**config.mk**
```make
export PLATFORM = sky130hd
export DESIGN_NAME = ika2151_noise_ctrl
export DESIGN_NICKNAME = d
export VERILOG_FILES = /design/src/rtl/ika2151_pkg.sv /design/src/rtl/primitive_counter.sv /design/src/rtl/ika2151_noise_ctrl.sv
export SDC_FILE = /design/constraint.sdc
export NUM_CORES = 1
export LEC_CHECK = 0
export CORE_MARGIN = 1
export CORE_UTILIZATION = 44
export CTS_BUF_LIST = sky130_fd_sc_hd__clkbuf_4 sky130_fd_sc_hd__clkbuf_8 sky130_fd_sc_hd__clkbuf_16
export DETAILED_ROUTE_END_ITERATION = 16
export PLACE_DENSITY = 0.89
export SLEW_MARGIN = 20
export SYNTH_ARGS = -nofsm -noshare
export SYNTH_HDL_FRONTEND = slang
export SYNTH_SLANG_ARGS = --single-unit
```
**constraint.sdc**
```tcl
create_clock -name i_EMUCLK -period 2.4 [get_ports i_EMUCLK]
set_input_delay 0.72 -clock i_EMUCLK [delete_from_list [all_inputs] [get_ports i_EMUCLK]]
set_output_delay 0.72 -clock i_EMUCLK [all_outputs]
set_load 0.02 [all_outputs]
```
**src/rtl/ika2151_pkg.sv**
```systemverilog
// Shared IKA2151 constants: register map, slot numbers and noise register field layout.
package ika2151_pkg;

   localparam logic [7:0] REG_NOISE_ADDR = 8'h0F;
   localparam logic [4:0] SLOT_NOISE     = 5'd31;
   localparam logic [4:0] SLOT_SIGN      = 5'd12;

   localparam int unsigned NOISE_NE_BIT   = 7;
   localparam int unsigned NOISE_NFRQ_MSB = 4;

   typedef struct packed {
      logic       ne;
      logic [4:0] nfrq;
   } noise_reg_t;

   function automatic noise_reg_t unpack_noise(input logic [7:0] data);
      noise_reg_t r;
      r.ne   = data[NOISE_NE_BIT];
      r.nfrq = data[NOISE_NFRQ_MSB:0];
      return r;
   endfunction

endpackage

```
**src/rtl/primitive_counter.sv**
```systemverilog
// Generic up-counter with clock enable, synchronous clear and parallel load.
module primitive_counter #(
   parameter int unsigned WIDTH = 4
) (
   input  logic             i_EMUCLK,
   input  logic             i_RST_n,
   input  logic             i_CEN_n,
   input  logic             i_RST,
   input  logic             i_LD,
   input  logic [WIDTH-1:0] i_D,
   output logic [WIDTH-1:0] o_Q
);

   logic [WIDTH-1:0] cnt_q;

   always_ff @(posedge i_EMUCLK or negedge i_RST_n) begin
      if (!i_RST_n) begin
         cnt_q <= '0;
      end else if (!i_CEN_n) begin
         if (i_RST)     cnt_q <= '0;
         else if (i_LD) cnt_q <= i_D;
         else           cnt_q <= cnt_q + 1'b1;
      end
   end

   assign o_Q = cnt_q;

endmodule

```
**src/rtl/ika2151_noise_ctrl.sv**
```systemverilog
// Noise slot sequencer and NE/NFRQ register with frame-boundary commit.
// Define IKA2151_NOISE_IMMEDIATE_EN to commit writes on the edge they are sampled.
module ika2151_noise_ctrl
   import ika2151_pkg::*;
#(
   parameter logic [7:0] NOISE_ADDR  = REG_NOISE_ADDR,
   parameter logic [4:0] COMMIT_SLOT = SLOT_NOISE
) (
   input  logic       i_EMUCLK,
   input  logic       i_MRST_n,
   input  logic       i_phi1_PCEN_n,
   input  logic       i_phi1_NCEN_n,
   input  logic       i_CYCLE_SYNC,
   input  logic       i_REG_WR,
   input  logic [7:0] i_REG_ADDR,
   input  logic [7:0] i_REG_DATA,
   output logic [4:0] o_CYCLE_CNT,
   output logic       o_CYCLE_12,
   output logic       o_CYCLE_15_31,
   output logic       o_NOISE_SEL,
   output logic [4:0] o_NFRQ,
   output logic       o_NE,
   output logic       o_WR_PENDING
);

   logic       unused_pcen;
   logic [1:0] unused_data;
   assign unused_pcen = i_phi1_PCEN_n;
   assign unused_data = i_REG_DATA[6:5];

   logic [4:0] cnt, cnt_nxt;

   primitive_counter #(
      .WIDTH (5)
   ) u_slot_cnt (
      .i_EMUCLK (i_EMUCLK),
      .i_RST_n  (i_MRST_n),
      .i_CEN_n  (i_phi1_NCEN_n),
      .i_RST    (~i_MRST_n | i_CYCLE_SYNC),
      .i_LD     (1'b0),
      .i_D      (5'd0),
      .o_Q      (cnt)
   );

   logic       cyc12_q, cyc1531_q, sel_q;
   noise_reg_t cur_q, cur_d;
   noise_reg_t wr_val;
   logic       wr_hit;
   logic       pend_q, pend_d;

`ifdef IKA2151_NOISE_IMMEDIATE_EN
   logic [4:0] unused_commit_slot;
   assign unused_commit_slot = COMMIT_SLOT;
`else
   noise_reg_t shadow_q, shadow_d;
`endif

   always_comb begin
      cnt_nxt = i_CYCLE_SYNC ? 5'd0 : cnt + 5'd1;
      wr_hit  = i_REG_WR && (i_REG_ADDR == NOISE_ADDR);
      wr_val  = unpack_noise(i_REG_DATA);
      cur_d   = cur_q;
      pend_d  = 1'b0;
`ifdef IKA2151_NOISE_IMMEDIATE_EN
      if (wr_hit) cur_d = wr_val;
`else
      shadow_d = shadow_q;
      pend_d   = pend_q;
      if (wr_hit) shadow_d = wr_val;
      // A write landing on the commit edge bypasses the shadow and never shows as pending.
      if (cnt == COMMIT_SLOT && (pend_q || wr_hit)) begin
         cur_d  = wr_hit ? wr_val : shadow_q;
         pend_d = 1'b0;
      end else if (wr_hit) begin
         pend_d = 1'b1;
      end
`endif
   end

   // Strobes decode the next count so they line up with o_CYCLE_CNT.
   always_ff @(posedge i_EMUCLK or negedge i_MRST_n) begin
      if (!i_MRST_n) begin
         cyc12_q   <= 1'b0;
         cyc1531_q <= 1'b0;
         sel_q     <= 1'b0;
         cur_q     <= '0;
         pend_q    <= 1'b0;
`ifndef IKA2151_NOISE_IMMEDIATE_EN
         shadow_q  <= '0;
`endif
      end else if (!i_phi1_NCEN_n) begin
         cyc12_q   <= (cnt_nxt == SLOT_SIGN);
         cyc1531_q <= (cnt_nxt[3:0] == 4'hF);
         sel_q     <= (cnt_nxt == SLOT_NOISE) && cur_d.ne;
         cur_q     <= cur_d;
         pend_q    <= pend_d;
`ifndef IKA2151_NOISE_IMMEDIATE_EN
         shadow_q  <= shadow_d;
`endif
      end
   end

   assign o_CYCLE_CNT   = cnt;
   assign o_CYCLE_12    = cyc12_q;
   assign o_CYCLE_15_31 = cyc1531_q;
   assign o_NOISE_SEL   = sel_q;
   assign o_NFRQ        = cur_q.nfrq;
   assign o_NE          = cur_q.ne;
   assign o_WR_PENDING  = pend_q;

endmodule
```
# Word-level counts from Yosys, hierarchy flattened
# Cells that the tools add are included.
totals:
  ff_bits: 21
  latchBits: 0
  ram_bits: 0
  rom_bits: 0
  input_bits: 22
  wordCells: 31
  mem_count: 0
classes:
  n_addsub: 1
  n_mul: 0
  div: 0
  magnitude_cmp: 0
  eq_ne: 5
  shifts: 0
  muxes: 6
  bitwise: 3
  reduce_logical: 7
ops:
  columns: ["operator", "n"]
  rows:
  - ["$mux 6", 2]
  - ["$eq 5x5->1 const B", 2]
  - ["$mux 5", 2]
  - ["$eq 8x4->1 const B", 1]
  - ["$add 5x1->5 const B", 1]
  - ["$eq 5x4->1 const B", 1]
  - ["$eq 4x4->1 const B", 1]
  - ["$reduce_and 2->1", 2]
  - ["$logic_and 1x1->1", 3]
  - ["$mux 1", 2]
  - ["$not 1->1", 2]
  - ["$reduce_bool 2->1", 1]
  - ["$logic_or 1x1->1", 1]
  - ["$or 1x1->1", 1]

# Longest topological paths before layout
depth:
  ltp_word: 6
  depth_mapped: 7
  depth_no_buf: 7

# By module
# From an unflattened synthesis, not the netlist that was laid out.
hier_totals:
  hier_cells: 97
  area_unflattened_um2: 1204.9
by_module_without_submodules:
  columns: ["module", "instances", "cells_per_inst", "area_each_um2", "seq_area_each_um2"]
  rows:
  - ["ika2151_noise_ctrl", 1, 68, 904.6, 400.4]
  - ["primitive_counter", 1, 29, 300.3, 125.1]

# Worst setup path after synthesis
# OpenSTA, ideal clock, no wires.
synth_path:
  path_type: "in2reg"
  from: "input port i_REG_ADDR[5]"
  to: "register cur_q (netlist bit o_NFRQ[0])"
  arrival_time_ns: 2.022
  slack_ns: 0.253
  stages: 4
  path_cell_list: "nor4b_2 nand3_2 a21boi_2 mux2_2"
synth_between:
  elab_chain_cells: 5
  word_cells_on_any_way: 6
  classes_between: "eq/ne (1); mux (1); reduce/logical (4)"
synth_lines:
  columns: ["item", "line", "source"]
  rows:
  - ["from (decl)", "ika2151_noise_ctrl.sv:15", "input logic [7:0] i_REG_ADDR,"]
  - ["$eq 8x4->1 *", "ika2151_noise_ctrl.sv:60", "wr_hit = i_REG_WR && (i_REG_ADDR == NOISE_ADDR);"]
  - ["$logic_and 1x1->1 *", "ika2151_noise_ctrl.sv:60", null]
  - ["$logic_or 1x1->1", "ika2151_noise_ctrl.sv:71", "if (cnt == COMMIT_SLOT && (pend_q || wr_hit)) begin"]
  - ["$logic_and 1x1->1", "ika2151_noise_ctrl.sv:71", null]
  - ["$reduce_and 2->1 (no line)", null, null]
  - ["to (signal assigned)", "ika2151_noise_ctrl.sv:95", "cur_q <= cur_d;"]
  - ["to (decl)", "ika2151_noise_ctrl.sv:46", "noise_reg_t cur_q, cur_d;"]
# Every way passes the cells marked *; elsewhere a longest branch is shown, timed or not.
# A chain may end at the register's enable or synchronous reset.

# Worst setup path after layout
layout_path:
  from: "input port i_REG_ADDR[5]"
  to: "register cur_q (netlist bit o_NFRQ[3])"
# The elaborated chain is that of the path after synthesis.

==> flow_summary.yaml <==
synthesis:
  synth_common_cells: "21 x dfrtp_1, 16 x mux2_2, 10 x nand2_1"
  ys_warn_count: 0
  synth-async-reset-ratio: 1.00
  synthDistinctLibCells: 33
  ys_seq_elements: 21
  synth.most_common_cell: "dfrtp_1"
  syn_nets: 117
  synth_area_leaders: "dfrtp_1 48%, mux2_2 16%, nand2_1 3.4%"
  synth_enable_flop_cells: 0
  synth_top_area_share: 0.479
  yosys_most_used_dff: "dfrtp_1"
  ys_seq_area_frac: 0.479
  synthCells: 93
  synth_area_leader_cell: "dfrtp_1"
  avgSynthCellArea_sq_um: 11.8
  syn_area_sq_um: 1100
sta:
  relSlewSlack: 0.770
  period_share: 0.944
  finalSetupViolations: 0
  worst_slew_pin_slew_ps: 344
  layout_setup_ws_ps: 135
  hold_viol: 0
  period_needed_ps: 2260
  slew_viol_final: 0
  fin_setup_tns_ps: 0
  clock_skew_ps: 8.31
  rsz0062_at_grt: "false"
  clock.fmax_ghz: 0.442
final_layout:
  num-fill-cells: 172
  diodes: 0
  area_growth_syn_to_layout_pct: 41.4
  fin_nets: 163
  fin_area_sq_um: 1550
  drive_above_1_share: 0.275
  fin_cells: 166
grt:
  grt_pass1_wl_microns: 4020
  grt.overflow.total: 0
  antenna_found_initial: 0
  grt_use_total: 0.205
  grt_pass1_vias: 940
  grt_start_max_net_pins: 22
pwr:
  vdd_ir_drop_max_v: 0.000359
  p_leak_nw: 0.698
  cellPowerDensity_nw_per_um2: 407
clocking:
  clock_latency_ps: 310
  cts_tree: "yes"
  clock_path_buffers: 2
  ctsResizeCount: 0
  holdBufCountCts: 0
  post_cts.repair.setup_buffers: 0
  cts.sink_count: 21
  path_clk_slew_ps: 120
  cts-root-buf: "clkbuf_4"
  numCtsBuffers: 3
  h-tree-depth: 1
run:
  maxCapViolations: 0
setup_path:
  reg2reg_to: "o_CYCLE_12"
  start_kind: "input port"
  r2r_setup_slack_ps: 170
  crit_fanout: 5
  reg2reg_from: "u_slot_cnt.o_Q[0]"
  critPathKind: "in2reg"
  required_ps: 2600
  crit_arrival_ps: 2460
  crit_path_end_kind: "flop"
  reg2reg_depth: 5
placement:
  dp.cells: 162
  io_buffers: 33
  pre_cts_slack_ps: -207
  place_congestion: 0.803
  place_hpwl_microns: 1870
  place_area_sq_um: 1520
route:
  dr_total_vias: 917
  first_pass_iters: 4
  drtAntennaViolNets: 0
  post-route-drc-count: 0
  initialDrtViolationCount: 16
  drt-total-wl_microns: 2410
  wl_per_cell_microns: 14.5
  viasPerCell: 5.52
floorplan:
  core_sq_um: 2280
  die_x_microns: 51.9
  num_io_pins: 37
  dieArea_sq_um: 2700
  start_util: 0.482
  num_rows: 17
  fp.dieH_microns: 51.9
min_path:
  min_to: "o_NOISE_SEL"
  worstHoldPathType: "reg2reg"
  hold_depth: 2
  hp-start: "o_NOISE_SEL"
status:
  status: "finished, final reports clean"
==> final cells by class <==
cell class	count	area, sq um	area share
well taps	28	35.0	0.0226
clock buffers	4	30.0	0.0194
repair buffers	43	405	0.261
multi-input cells	69	552	0.356
flip-flops and latches	21	526	0.339
inverters	1	3.75	0.00242
==> critical path, cell delays in order <==
cell	delay, ps
clkdlybuf4s50_1	420
nor4b_2	380
nand3_2	210
buf_4	210
mux2_2	270
mux2_2	260
==> state kept, by name, indices dropped and copies added (netlist names) <==
signal,flops
shadow_q,6
o_NFRQ,5
u_slot_cnt.o_Q,5
o_CYCLE_12,1
o_CYCLE_15_31,1
o_NE,1
o_NOISE_SEL,1
o_WR_PENDING,1
==> layout by cell type, fill, tap and decap left out, types with 2 or more instances in the layout <==
cell type,synthesis,final
a21oi_1,2,2
mux2_2,16,16
dfrtp_1,21,21
clkbuf_4,0,4
a21boi_0,2,2
a21o_1,3,3
buf_4,0,10
nor2b_1,3,3
o31ai_1,3,3
clkdlybuf4s50_1,0,33
ha_1,2,2
o21ai_0,5,5
nand2_1,10,10
nand2b_1,4,4
==> worst max path at each step <==
stage	start	to	slack, ps	cells past startpoint
6_report	i_REG_ADDR[5]	o_NFRQ[3]	140	6
5_1_grt	i_REG_ADDR[5]	o_NFRQ[3]	90	6
4_1_cts	i_REG_ADDR[5]	o_NFRQ[3]	120	6
3_5_place_dp	i_REG_ADDR[5]	o_NFRQ[4]	-210	6
3_3_place_gp	i_REG_ADDR[5]	o_NFRQ[3]	-140	6
2_1_floorplan	i_REG_ADDR[5]	o_NFRQ[0]	250	4
==> power by group <==
part           switching, mW  internal, mW  leakage, nW
Combinational         0.0334        0.0491        0.388
Sequential           0.00693         0.360        0.292
Clock                  0.106        0.0761       0.0184
==> per-layer routing <==
layer | global-route usage | wire length (microns) | vias up
met1 | 0.250 | 1020 | 448
met4 | 0.0676 | 21 | 0
li1 | - | - | 433
met2 | 0.368 | 1240 | 34
met5 | 0 | 0 | -
met3 | 0.0292 | 129 | 2
==> through the flow <==
step,hold slack (ps),power [mW],util
2_1_floorplan,424,0.402,-
3_3_place_gp,476,0.453,0.668
3_5_place_dp,477,0.457,0.668
4_1_cts,505,0.636,0.682
5_1_grt,545,0.656,0.682
6_report,501,0.632,0.682
==> logic make-up after synthesis <==
family | count (synthesis) | synth area share
and+or+nand+nor | 29 | 0.165
adders and majority gates | 2 | 0.0228
muxes | 17 | 0.173
buffers and inverters | 3 | 0.0182
AOI/OAI and AO/OA | 21 | 0.141
DFF | 21 | 0.479
Note: power is estimated with default switching activity, not from simulation.
